===== config.mk =====
export PLATFORM = sky130hd
export DESIGN_NAME = burst_mac
export DESIGN_NICKNAME = d
export VERILOG_FILES = /design/src/rtl/burst_mac_pkg.sv /design/src/rtl/burst_mac_wbank.sv /design/src/rtl/burst_mac.sv
export SDC_FILE = /design/constraint.sdc
export NUM_CORES = 1
export LEC_CHECK = 0
export BUFFER_PORTS_ARGS = -buffer_cell sky130_fd_sc_hd__buf_2
export CAP_MARGIN = 10
export CORE_ASPECT_RATIO = 0.8
export CORE_MARGIN = 5
export CORE_UTILIZATION = 60
export DETAILED_ROUTE_END_ITERATION = 8
export PLACE_DENSITY = 0.79
export SYNTH_ARGS = -nofsm -noshare
export SYNTH_HDL_FRONTEND = slang
export SYNTH_SLANG_ARGS = --single-unit

===== constraint.sdc =====
create_clock -name clk -period 12.75 [get_ports clk]
set_input_delay 1.275 -clock clk [delete_from_list [all_inputs] [get_ports clk]]
set_output_delay 1.275 -clock clk [all_outputs]
set_load 0.05 [all_outputs]

===== src/rtl/burst_mac_pkg.sv =====
// Shared definitions for the burst multiply-accumulate stage: FSM encoding,
// data/weight widths and the per-beat product helper.
package burst_mac_pkg;

    localparam int DATA_W      = 8;
    localparam int WGT_W       = 8;
    localparam int WPTR_W      = 3;
    localparam int WBANK_DEPTH = 8;
    localparam int PROD_W      = 17;

    // Encoding is shared with the buffer stage, hence the 8-bit width.
    typedef enum logic [7:0] {
        ST_IDLE = 8'd0,
        ST_ACC  = 8'd1,
        ST_OUT  = 8'd2
    } state_e;

    // Unsigned pixel times signed weight; the exact result always fits 17 signed bits.
    function automatic logic signed [PROD_W-1:0] beat_product(
        input logic [DATA_W-1:0] pix,
        input logic [WGT_W-1:0]  wgt
    );
        logic signed [PROD_W-1:0] pix_ext;
        logic signed [PROD_W-1:0] wgt_ext;
        pix_ext      = PROD_W'($signed({1'b0, pix}));
        wgt_ext      = PROD_W'($signed(wgt));
        beat_product = pix_ext * wgt_ext;
    endfunction

endpackage


===== src/rtl/burst_mac_wbank.sv =====
// Eight-entry weight register file with an auto-incrementing write pointer
// and a combinational read port indexed by the current beat.
module burst_mac_wbank
    import burst_mac_pkg::*;
(
    input  logic              clk,
    input  logic              rst_n,
    input  logic              wr_en,
    input  logic [WGT_W-1:0]  wr_data,
    input  logic [WPTR_W-1:0] rd_idx,
    output logic [WGT_W-1:0]  rd_data
);

    logic [WGT_W-1:0]  wgt_r [WBANK_DEPTH];
    logic [WPTR_W-1:0] wptr_r;

    // Weight storage and write pointer; the pointer wraps naturally at 8 entries.
    always_ff @(posedge clk or negedge rst_n) begin
        if (!rst_n) begin
            for (int i = 0; i < WBANK_DEPTH; i++) begin
                wgt_r[i] <= '0;
            end
            wptr_r <= '0;
        end else if (wr_en) begin
            wgt_r[wptr_r] <= wr_data;
            wptr_r        <= wptr_r + 3'd1;
        end
    end

    assign rd_data = wgt_r[rd_idx];

endmodule


===== src/rtl/burst_mac.sv =====
// Burst dot-product engine: accumulates BURST_LEN pixel*weight beats, then
// presents a full-precision and an 8-bit quantised result for one cycle.
module burst_mac
    import burst_mac_pkg::*;
#(
    parameter int BURST_LEN = 8,
    parameter int ACC_W     = 20,
    parameter int Q_SHIFT   = 4
) (
    input  logic                    clk,
    input  logic                    rst_n,
    input  logic                    in_en,
    input  logic [DATA_W-1:0]       in_data,
    input  logic                    w_load,
    input  logic [WGT_W-1:0]        w_data,
    input  logic                    relu_en,
    output logic signed [ACC_W-1:0] res_data,
    output logic [DATA_W-1:0]       q_data,
    output logic                    res_valid,
    output logic                    busy,
    output logic                    drop_err
);

    localparam int                      CNT_W     = (BURST_LEN > 1) ? $clog2(BURST_LEN) : 1;
    localparam logic [CNT_W-1:0]        LAST_BEAT = CNT_W'(BURST_LEN - 1);
    localparam logic signed [ACC_W-1:0] Q_MAX     = ACC_W'(8'd255);

    state_e                   state_r;
    state_e                   next_state_s;
    logic [CNT_W-1:0]         beat_cnt_r;
    logic signed [ACC_W-1:0]  acc_r;
    logic signed [ACC_W-1:0]  res_data_r;
    logic [DATA_W-1:0]        q_data_r;
    logic                     res_valid_r;
    logic                     busy_r;
    logic                     drop_err_r;

    logic                     accept_s;
    logic                     last_s;
    logic                     wr_en_s;
    logic                     drop_s;
    logic [WGT_W-1:0]         wgt_s;
    logic [WPTR_W-1:0]        rd_idx_s;
    logic signed [PROD_W-1:0] prod_s;
    logic signed [ACC_W-1:0]  acc_next_s;

    // Negative results always land on zero, so relu only matters for readability.
    function automatic logic [DATA_W-1:0] quantise(
        input logic signed [ACC_W-1:0] val,
        input logic                    relu
    );
        logic signed [ACC_W-1:0] sh;
        sh = val >>> Q_SHIFT;
        if (relu && val[ACC_W-1]) begin
            quantise = '0;
        end else if (sh[ACC_W-1]) begin
            quantise = '0;
        end else if (sh > Q_MAX) begin
            quantise = 8'd255;
        end else begin
            quantise = sh[DATA_W-1:0];
        end
    endfunction

    burst_mac_wbank u_wbank (
        .clk     (clk),
        .rst_n   (rst_n),
        .wr_en   (wr_en_s),
        .wr_data (w_data),
        .rd_idx  (rd_idx_s),
        .rd_data (wgt_s)
    );

    // Beat acceptance, weight-write qualification and the next accumulator value.
    always_comb begin
        accept_s   = in_en && ((state_r == ST_IDLE) || (state_r == ST_ACC));
        last_s     = accept_s && (beat_cnt_r == LAST_BEAT);
        wr_en_s    = w_load && (state_r == ST_IDLE) && !in_en;
        drop_s     = (in_en && (state_r == ST_OUT)) || (w_load && !wr_en_s);
        rd_idx_s   = WPTR_W'(beat_cnt_r);
        prod_s     = beat_product(in_data, wgt_s);
        acc_next_s = acc_r + ACC_W'(prod_s);
    end

    // FSM state register.
    always_ff @(posedge clk or negedge rst_n) begin
        if (!rst_n) begin
            state_r <= ST_IDLE;
        end else begin
            state_r <= next_state_s;
        end
    end

    // FSM next-state logic.
    always_comb begin
        next_state_s = state_r;
        case (state_r)
            ST_IDLE: begin
                if (accept_s) begin
                    next_state_s = last_s ? ST_OUT : ST_ACC;
                end else begin
                    next_state_s = ST_IDLE;
                end
            end
            ST_ACC: begin
                if (last_s) begin
                    next_state_s = ST_OUT;
                end else begin
                    next_state_s = ST_ACC;
                end
            end
            ST_OUT:  next_state_s = ST_IDLE;
            default: next_state_s = ST_IDLE;
        endcase
    end

    // Accumulator, beat counter and registered outputs.
    always_ff @(posedge clk or negedge rst_n) begin
        if (!rst_n) begin
            acc_r       <= '0;
            beat_cnt_r  <= '0;
            res_data_r  <= '0;
            q_data_r    <= '0;
            res_valid_r <= 1'b0;
            busy_r      <= 1'b0;
            drop_err_r  <= 1'b0;
        end else begin
            if (accept_s && !last_s) begin
                acc_r      <= acc_next_s;
                beat_cnt_r <= beat_cnt_r + CNT_W'(1);
            end else if (last_s || (state_r != ST_ACC)) begin
                // Cleared ahead of the return to IDLE; ACC gaps fall through and hold.
                acc_r      <= '0;
                beat_cnt_r <= '0;
            end
            if (last_s) begin
                res_data_r <= acc_next_s;
                q_data_r   <= quantise(acc_next_s, relu_en);
            end
            res_valid_r <= last_s;
            busy_r      <= (next_state_s != ST_IDLE);
            drop_err_r  <= drop_s;
        end
    end

    assign res_data  = res_data_r;
    assign q_data    = q_data_r;
    assign res_valid = res_valid_r;
    assign busy      = busy_r;
    assign drop_err  = drop_err_r;

endmodule


==> impl_metrics.yaml <==
route:
  first_pass_iters: 5
  vias: 5585
  initialDrtViolationCount: 400
  viasPerCell: 5.84
  wl_per_cell_um: 18.8
  ant_nets: 0
  drc: 0
  wl_um: 17900
timing:
  hold_viol: 0
  min_period_over_period: 0.602
  relSlewSlack: 0.284
  setup_violations: 0
  slew_violations: 0
  rsz0062_at_grt: "no"
  fin_skew_ns: 0.0108
  min_period_ns: 7.67
  fmax_ghz: 0.130
  tightest_slew_ns: 1.07
  setup_tns_ns: 0
place:
  io_buffers: 50
  place_congestion: 0.863
  dp_hpwl_um: 13000
global_route:
  grt_pass1_vias: 5943
  grt_start_max_net_pins: 77
  grt_first_pass_wirelength_um: 30000
  overflow: 0
  grt_util_all_layers: 0.237
  antenna_found_initial: 0
min_path:
  hold_class: "flop to flop"
setup_path:
  startpoint: "beat_cnt_r[0]"
  r2r_slack_ns: 5.08
  reg2regPathDepth: 17
  cp-endpoint: "q_data[1]"
  crit_path_end_kind: "flop"
  arrival_ns: 7.91
  timing.rr.start: "beat_cnt_r[0]"
  reg2reg_to: "q_data[1]"
  critPathLaunchType: "flop"
  worstSetupPathType: "flop to flop"
  critPathMaxFanout: 19
  required_ns: 12.99
die:
  chipHeight_um: 114
  core_um2: 13500
  ios: 52
  die_w_um: 140
  rows: 38
  die_area_um2: 16000
  initial_core_util: 0.606
status:
  status: "complete, no violations"
synthesis:
  synthesis.area_um2: 8160
  synth_area_per_cell_um2: 11.5
  synth_ff_type: "dfrtp_1"
  yosysSeqAreaShare: 0.377
  async_reset_ff_frac: 1.00
  ys_seq_elements: 123
  syn-num-nets: 845
  ys_types: 55
  synth-edff-count: 0
  yosysWarningCount: 0
  syn_inst: 709
clock_tree:
  cts_max_path_buffers: 2
  cts_resized: 0
  cts_tree: "done"
  clk_latency_ns: 0.42
  cts_hold_buf: 0
  clock-sinks: 123
  numCtsBuffers: 17
  htree_levels: 4
  cts.clk_slew.worst_paths_ns: 0.06
  cts_root_buf: "clkbuf_16"
  post-cts-setup-buffers: 0
job:
  drv_cap: 0
cells_and_area:
  nets: 899
  drive_above_1_share: 0.233
  num_antenna_cells: 0
  syn2layout_area_growth_pct: 12.9
critical path, stage by stage (launching register included):
cell,delay [ns]
dfrtp_1,1.04
mux4_1,0.66
mux2i_1,0.73
nand2b_1,0.22
fa_1,0.45
fa_1,0.55
inv_1,0.06
fa_1,0.53
fa_1,0.53
fa_1,0.41
ha_1,0.36
a21oi_1,0.13
o21a_1,0.21
and2_1,0.19
a211oi_1,0.53
nand4_1,0.19
nor3_2,0.46
a32oi_1,0.20
metrics by stage:
stage          instance area [µm²]  hold WS (ns)   util  worst slack [ns]  instances
2_1_floorplan                 8160         0.450      -              6.34        709
3_3_place_gp                  8590         0.456  0.638              5.26        924
3_5_place_dp                  8590         0.457  0.638              5.17        924
4_1_cts                       9210         0.482  0.684              5.07        956
5_1_grt                       9210         0.509  0.684              4.60        956
6_report                      9210         0.478  0.684              5.08        956
Yosys cell counts (2+ instances only):
master    instances  area, µm²
dfrtp_1         123       3080
nand2_1          81        304
inv_1            78        293
mux2_2           67        754
ha_1             63        788
fa_1             52       1040
nor2b_1          39        244
nor2_1           25       93.8
o21ai_0          25        125
a21oi_1          14       70.1
a22o_1           14        123
clkbuf_1         12       45.0
mux4_2           11        248
xnor2_1          11       96.3
a32oi_1           8       70.1
nand2b_1          8       50.1
buf_1             5       18.8
mux2i_1           5       50.1
mux4_1            5        131
or2_2             5       31.3
xor2_1            5       43.8
o211ai_1          4       30.0
o21a_1            4       30.0
and2_1            3       18.8
nand3b_1          3       22.5
a211oi_1          2       15.0
a21o_1            2       15.0
and3_1            2       12.5
mux2i_4           2       45.0
nand3_1           2       10.0
nor3_2            2       20.0
nor3b_1           2       15.0
nor3b_2           2       25.0
o211a_1           2       20.0
sequential cells by signal, indices dropped and copies added, names as in the netlist, 2 cells and up:
name and flops:
beat_cnt_r 3, res_data 20, acc_r 20, q_data 8, u_wbank.wptr_r 3, state_r 2, u_wbank.wgt_r 64
area by class of cell:
type	instances	area, µm²
fillers	905	4250
clock inverters	15	191
inverters	78	293
multi-input cells	489	4710
clock buffers	17	425
flip-flops and latches	123	3080
well taps	180	225
repair buffers	54	283
routing by layer:
metal / global-route usage / wire (µm) / up-vias
met1: 0.349 / 8460 / 2846
li1: - / - / 2520
met2: 0.361 / 8260 / 191
met4: 0.0762 / 261 / 0
met3: 0.0455 / 954 / 28
met5: 0 / 0 / -
cells in the final DEF, fill, tap and decap left out, drive strengths merged, types with 2 or more instances in the layout:
cell type / instances
dfrtp: 123
o21a: 4
nand2b: 8
nand3b: 3
a21oi: 14
nor3: 3
a22o: 14
buf: 54
nand2: 81
nor2b: 39
bufinv: 3
o211a: 2
and2: 5
xor2: 5
mux4: 16
a31oi: 2
a211oi: 2
inv: 81
and3: 2
ha: 63
nor2: 25
o21ai: 25
a32oi: 8
a21o: 2
mux2: 67
clkinvlp: 5
xnor2: 11
nor3b: 4
mux2i: 7
nand3: 2
clkbuf: 17
fa: 52
or2: 5
o211ai: 4
clkinv: 4
cells by family (layout without fill, tap and decap cells):
family,Yosys count,after routing,share of synthesized area
simple gates,183,183,0.113
xor+xnor,16,16,0.0172
mux,90,90,0.151
fa+ha+maj,115,115,0.224
buf+inv,97,164,0.0457
flops,123,123,0.377
compound gates,85,85,0.0718
how the worst min path moves through the flow:
| stage | startpoint | endpoint | slack, ns | cells after the start |
|---|---|---|---|---|
| after floorplan | acc_r[13] | acc_r[13] | 0.45 | 2 |
| after global placement | res_data[2] | res_data[2] | 0.46 | 2 |
| after detailed placement | res_data[1] | res_data[1] | 0.46 | 2 |
| after CTS | res_data[17] | res_data[17] | 0.48 | 2 |
| after global routing | res_data[17] | res_data[17] | 0.51 | 2 |
| final | res_data[17] | res_data[17] | 0.48 | 2 |
Power is not shown: default switching activity piles up to over one toggle a cycle in this logic, so the estimate is an artifact.
